$ cat config.mk
export PLATFORM = sky130hd
export DESIGN_NAME = aes128_mode_ctrl
export DESIGN_NICKNAME = d
export VERILOG_FILES = /design/src/rtl/aes128_mode_ctrl.sv
export SDC_FILE = /design/constraint.sdc
export NUM_CORES = 1
export LEC_CHECK = 0
export CAP_MARGIN = 20
export CORE_ASPECT_RATIO = 1.25
export CORE_MARGIN = 2
export CORE_UTILIZATION = 25
export CTS_CLUSTER_DIAMETER = 150
export CTS_CLUSTER_SIZE = 10
export DETAILED_ROUTE_END_ITERATION = 16
export RECOVER_POWER = 25
export SLEW_MARGIN = 40
export SYNTH_ARGS = -nofsm -noshare
export SYNTH_HDL_FRONTEND = slang
export SYNTH_SLANG_ARGS = --single-unit
$ cat constraint.sdc
create_clock -name clk_sys -period 3.9 [get_ports clk_sys]
set_clock_uncertainty 0.2 [all_clocks]
set_input_delay 0.78 -clock clk_sys [delete_from_list [all_inputs] [get_ports clk_sys]]
set_output_delay 0.78 -clock clk_sys [all_outputs]
set_load 0.005 [all_outputs]
$ cat src/rtl/aes128_mode_ctrl.sv
// ECB/CBC/CTR chaining controller in front of aes128_cipher_top; one block in flight.
// Define AES128_MODE_CTR_EN to build the CTR datapath and counter incrementer.
module aes128_mode_ctrl #(
  parameter int CTR_W = 32
) (
  input  logic         clk_sys,
  input  logic         rst,
  input  logic [1:0]   mode_sel,
  input  logic         iv_load,
  input  logic [127:0] iv,
  input  logic         in_valid,
  input  logic [127:0] in_data,
  output logic         in_ready,
  output logic         out_valid,
  output logic [127:0] out_data,
  input  logic         out_ready,
  output logic         busy,
  output logic [127:0] core_plain_text,
  output logic         core_cipher_en,
  input  logic [127:0] core_cipher_text,
  input  logic         core_cipher_ready
);

  // state   | meaning
  // S_IDLE  | waiting for an iv_load or an input block
  // S_START | pulse core_cipher_en for one cycle
  // S_WAIT  | waiting for core_cipher_ready, then capture result
  // S_DONE  | presenting out_data until out_ready

  localparam logic [1:0] MODE_ECB = 2'b00;
  localparam logic [1:0] MODE_CBC = 2'b01;
  localparam logic [1:0] MODE_CTR = 2'b10;

  typedef enum logic [1:0] {S_IDLE, S_START, S_WAIT, S_DONE} state_t;

  state_t       state, state_nxt;
  logic [1:0]   mode;
  logic [1:0]   mode_dec;
  logic [127:0] chain;
  logic [127:0] chain_nxt;
  logic [127:0] plain_nxt;
  logic [127:0] result_nxt;
  logic         accept_iv;
  logic         accept_blk;
  logic         capture;

  if (CTR_W < 1 || CTR_W > 127) begin : g_bad_ctr_w
    $error("CTR_W must lie in 1..127");
  end

  always_ff @(posedge clk_sys) begin
    if (rst) state <= S_IDLE;
    else     state <= state_nxt;
  end

  always_comb begin
    state_nxt      = state;
    in_ready       = 1'b0;
    out_valid      = 1'b0;
    core_cipher_en = 1'b0;
    busy           = 1'b1;
    accept_iv      = 1'b0;
    accept_blk     = 1'b0;
    capture        = 1'b0;
    case (state)
      S_IDLE: begin
        busy = 1'b0;
        if (!rst) begin
          if (iv_load) begin
            accept_iv = 1'b1;
          end else begin
            in_ready = 1'b1;
            if (in_valid) begin
              accept_blk = 1'b1;
              state_nxt  = S_START;
            end
          end
        end
      end
      S_START: begin
        core_cipher_en = 1'b1;
        state_nxt      = S_WAIT;
      end
      S_WAIT: begin
        if (core_cipher_ready) begin
          capture   = 1'b1;
          state_nxt = S_DONE;
        end
      end
      S_DONE: begin
        out_valid = 1'b1;
        if (out_ready) state_nxt = S_IDLE;
      end
      default: state_nxt = S_IDLE;
    endcase
  end

  // Unsupported encodings collapse to ECB at load time so the datapath never sees them.
  always_comb begin
    mode_dec = MODE_ECB;
    case (mode_sel)
      MODE_CBC: mode_dec = MODE_CBC;
`ifdef AES128_MODE_CTR_EN
      MODE_CTR: mode_dec = MODE_CTR;
`endif
      default:  mode_dec = MODE_ECB;
    endcase
  end

`ifdef AES128_MODE_CTR_EN
  logic [127:0]     data_lat;
  logic [CTR_W-1:0] ctr_inc;

  assign ctr_inc = chain[CTR_W-1:0] + CTR_W'(1);

  always_ff @(posedge clk_sys) begin
    if (rst)             data_lat <= '0;
    else if (accept_blk) data_lat <= in_data;
  end
`endif

  always_comb begin
    plain_nxt  = in_data;
    result_nxt = core_cipher_text;
    chain_nxt  = chain;
    case (mode)
      MODE_CBC: begin
        plain_nxt = in_data ^ chain;
        chain_nxt = core_cipher_text;
      end
`ifdef AES128_MODE_CTR_EN
      MODE_CTR: begin
        plain_nxt  = chain;
        result_nxt = data_lat ^ core_cipher_text;
        chain_nxt  = {chain[127:CTR_W], ctr_inc};
      end
`endif
      default: ;
    endcase
  end

  always_ff @(posedge clk_sys) begin
    if (rst) begin
      mode            <= MODE_ECB;
      chain           <= '0;
      core_plain_text <= '0;
      out_data        <= '0;
    end else begin
      if (accept_iv) begin
        mode  <= mode_dec;
        chain <= iv;
      end
      if (accept_blk) core_plain_text <= plain_nxt;
      if (capture) begin
        out_data <= result_nxt;
        chain    <= chain_nxt;
      end
    end
  end

endmodule

# After elaboration in Yosys (flattened, before gate mapping)
# Index checks and enable logic that the tools add are counted.
# op_classes
n_eq_ne	10
mux	25
bitwise	1
n_reduce_logical	4
# op_table
op	count
128-bit 2-to-1 mux	4
128-bit bitwise XOR	1
1-bit 2-to-1 mux	16
2-bit 2-to-1 mux	4
2-bit inequality test, second input constant	4
2-bit one-hot mux with 4 select lines	1
2-bit by 1-bit equality test with 1-bit output, second input constant	3
2-bit equality test, second input constant	2
4-bit AND reduction	1
2-bit logical NOT	1
2-bit by 1-bit inequality test with 1-bit output, second input constant	1
2-bit AND reduction	1
2-bit nonzero test	1
# totals
reg_bits	388
inputBits	392

# Logic depth before layout (Yosys ltp)
# logic_depth
depth_word	5
depth_mapped	8

# Worst setup path before layout
# No wires, ideal clock.
# synth_timing
path_kind	input -> output
from	input rst
to	output in_ready
arrival_time_ns	1.398
required_ns	2.920
setup_slack_ns	1.522
path_stages	3
n_path_buf	2
path_cell_list	clkbuf_1 > clkbuf_1 > nor3b_1
# synth_via
elab_chain_cells	2
# synth_lines
item	line_no	source
start, declared	7	input logic rst,
1-bit 2-to-1 mux	68	if (!rst) begin
1-bit 2-to-1 mux	65	case (state)
end, declared	13	output logic in_ready,
# Every way passes these cells.

# Final worst setup path
# layout_timing
from	input core_cipher_ready
to	register out_data[85]
# layout_via
elab_chain_cells	2
# layout_lines
item	line_no	source
start, declared	21	input logic core_cipher_ready
1-bit 2-to-1 mux	85	if (core_cipher_ready) begin
1-bit 2-to-1 mux	65	
end signal, assigned	155	out_data <= result_nxt;
end, declared	15	output logic [127:0] out_data,
# Every way passes these cells.
# A chain may end at the register's enable or synchronous reset.

==> results.md <==
* Status: finished, violations left
* Failing checks: max-capacitance violations, max-slew violations
* Antenna viol nets, final at 0
* Final Cycle Share at 88.4%
* R2R Setup Slk at 0.51 ns
* Largest net degree at the start of global routing at 176
* Initial antenna violation count at 15
* Drt initial violations at 903
* Full die area at 0.0656 mm^2
* Cell Area, Placed at 0.0232 mm^2
* Post-CTS setup repair buffer count at 0
* Hold Fails Final Rpt at 0
* TritonCTS clock tree: built
* Register clock-pin slew on the reported worst setup and hold paths at 0.05 ns
* Final min period at 3.45 ns
* Post-synthesis sequential area ratio at 48.7%
* Worst EP arrival at 3.71 ns
* Power Density at 456 mW/mm^2
* Worst reg2reg path endpoint: out_data[85]
* Main flop type after synthesis: dfxtp_1
* Hold Path End: out_data[29]
* Post-synth ARST share at 0%
* Port bufs at 651
* GP Congestion at 0.981
* Vias/cell at 4.69
* Synth Net Count at 2250
* Die Ht at 286 um
* Data required time of the critical path at 4.16 ns
* Fin Setup TNS at 0 ns
* Die Width at 230 um
* Kind of critical path: in -> reg
* H-Tree Level Count at 2
* Hold Crit Class: reg -> reg
* CP max FO at 20
* Final HPWL DP at 46000 um
* Total CTS buffers at 44
* Final WS setup at 0.452 ns
* Post-place setup slack at 0.779 ns
* CTS Sinks at 387
* WHS Path Cells at 2
* Core area at 0.0630 mm^2
* Max Cap Viol at 2
* Synthesized area at 0.0159 mm^2
* Area grow syn2layout at 53.1%
* Avg WL per Cell at 19.4 um
* R2R cell count at 6
* Hold Crit Start: out_data[29]
* Fmax at 0.290 GHz
* Starting Density at 25.2%
* PostCTS Resize Cnt at 0
* Crit. End Element: flip-flop
* Leakage at 8.58 nW
* Synth area leaders: dfxtp_1 49%, nand2_1 9.2%, o221a_1 8.5%
* Count of flip-flops with a built-in enable after synthesis at 0
* RR Startpoint: state[0]
* Design area at 0.0243 mm^2
* Avg Inst Size Synth at 8.58 um^2
* Vias post-DR at 15400
* Io pins at 652
* Dominant cell type by area after synthesis: dfxtp_1
* Clock latency on the worst-skew pair at 0.55 ns
* Max-slew violation count at 119
* # DRC at 0
* Net count, final at 2822
* CTS root buf: clkbuf_16
* Cts-stage hold buffer count at 0
* RSZ-0062 raised after global routing: no
* Clk buf depth at 3
* CP Launch Type: input port
* GRT Total Usage at 18.4%
* Post-synth top area share at 48.7%
* Top cells by count, synth: 388 x nand2_1, 387 x dfxtp_1, 257 x a21oi_1, 131 x inv_1
* Share of layout cells above drive strength 1 at 3.54%
* Synthesized instance count at 1853
* First-pass GRT wire length at 93800 um
* Cell Rows at 103
* Worst slew pin tran at 1.67 ns
* Min Hold Slack at 0.253 ns
* Congestion Overflow GR at 0
* Vias in the first global route at 15400
* DRT Pass-1 Iters at 6
* Worst slew margin at -11.6%
* FF+latch count, synth at 387
* Filler cells at 6352
* Ys Warns at 0
* Final Setup Violations at 0
* Count leader, synth: nand2_1
* Worst VDD drop at 0.290 mV
* Yosys cell types at 26
* Post-Route WL at 63600 um
## worst max-delay path by stage
stage               cells past startpoint  slack, ns                  end         startpoint
floorplan                               3       1.52             in_ready                rst
global placement                        3       0.69             in_ready            iv_load
detailed placement                      3       0.78             in_ready            iv_load
CTS                                     4       0.72             in_ready           state[0]
global route                            5       0.36  core_plain_text[36]            iv_load
finish                                  5       0.45         out_data[85]  core_cipher_ready
## cell type report
class | instances | area, um^2 | area share, %
Sequential cell | 387 | 7750 | 31.8
Multi-Input combinational cell | 1179 | 6970 | 28.6
Timing Repair Buffer | 682 | 6900 | 28.4
Clock buffer | 46 | 1130 | 4.64
Tap cell | 840 | 1050 | 4.32
Inverter | 131 | 492 | 2.02
Antenna cell | 16 | 40.0 | 0.164
Clock inverter | 1 | 5.00 | 0.0206
## metrics by stage
stage / cells / power, mW / util [%]
after floorplan: 1853 / 6.09 / -
after global placement: 3218 / 7.54 / 36.8
after detailed placement: 3218 / 7.60 / 36.8
after CTS: 3265 / 11.3 / 38.6
after global routing: 3281 / 11.6 / 38.6
final: 3282 / 11.1 / 38.6
## layer usage
layer / share of wire (%) / vias up / track usage (%)
met5: 0 / - / 0
met4: 4.7 / 0 / 9.72
met3: 6.7 / 146 / 4.15
met2: 49 / 606 / 31.1
met1: 40 / 7237 / 21.7
li1: - / 7413 / -
## flip-flops by register name, summed over array words and instances, names as in the netlist
register	count
chain	128
core_plain_text	128
out_data	128
state	2
mode	1
## critical path: stages
cell             delay, ns
clkdlybuf4s50_1       0.58
and2_0                0.79
clkbuf_1              1.01
nand2_1               0.33
a21oi_1               0.20
## kinds of logic after synthesis
logic type	count (synthesis)	share of synthesized area, %
compound gates	516	23.4
mux	2	0.126
simple gates	528	12.7
xor+xnor	128	7.05
buf+inv	287	7.56
flops	387	48.7
fa+ha+maj	5	0.394
## cell usage in the layout (no fill, tap or decap), types with 5 or more instances in the layout
cell type / instances
clkdlybuf4s50_1: 649
nand2_1: 386
dfxtp_1: 386
a21oi_1: 257
inv_1: 131
xor2_1: 128
nor2_1: 128
a211oi_1: 128
o221a_1: 120
clkbuf_16: 45
diode_2: 16
buf_12: 12
buf_4: 11
o221a_2: 8
clkbuf_1: 6
ha_1: 5
## where the power goes
| part | internal [mW] | switching (mW) | total (mW) |
|---|---|---|---|
| combinational | 1.39 | 1.31 | 2.70 |
| sequential | 4.50 | 0.302 | 4.80 |
| clock | 2.02 | 1.58 | 3.60 |
| total | 7.91 | 3.20 | 11.1 |
No activity file was read; power rests on OpenSTA's default activity.
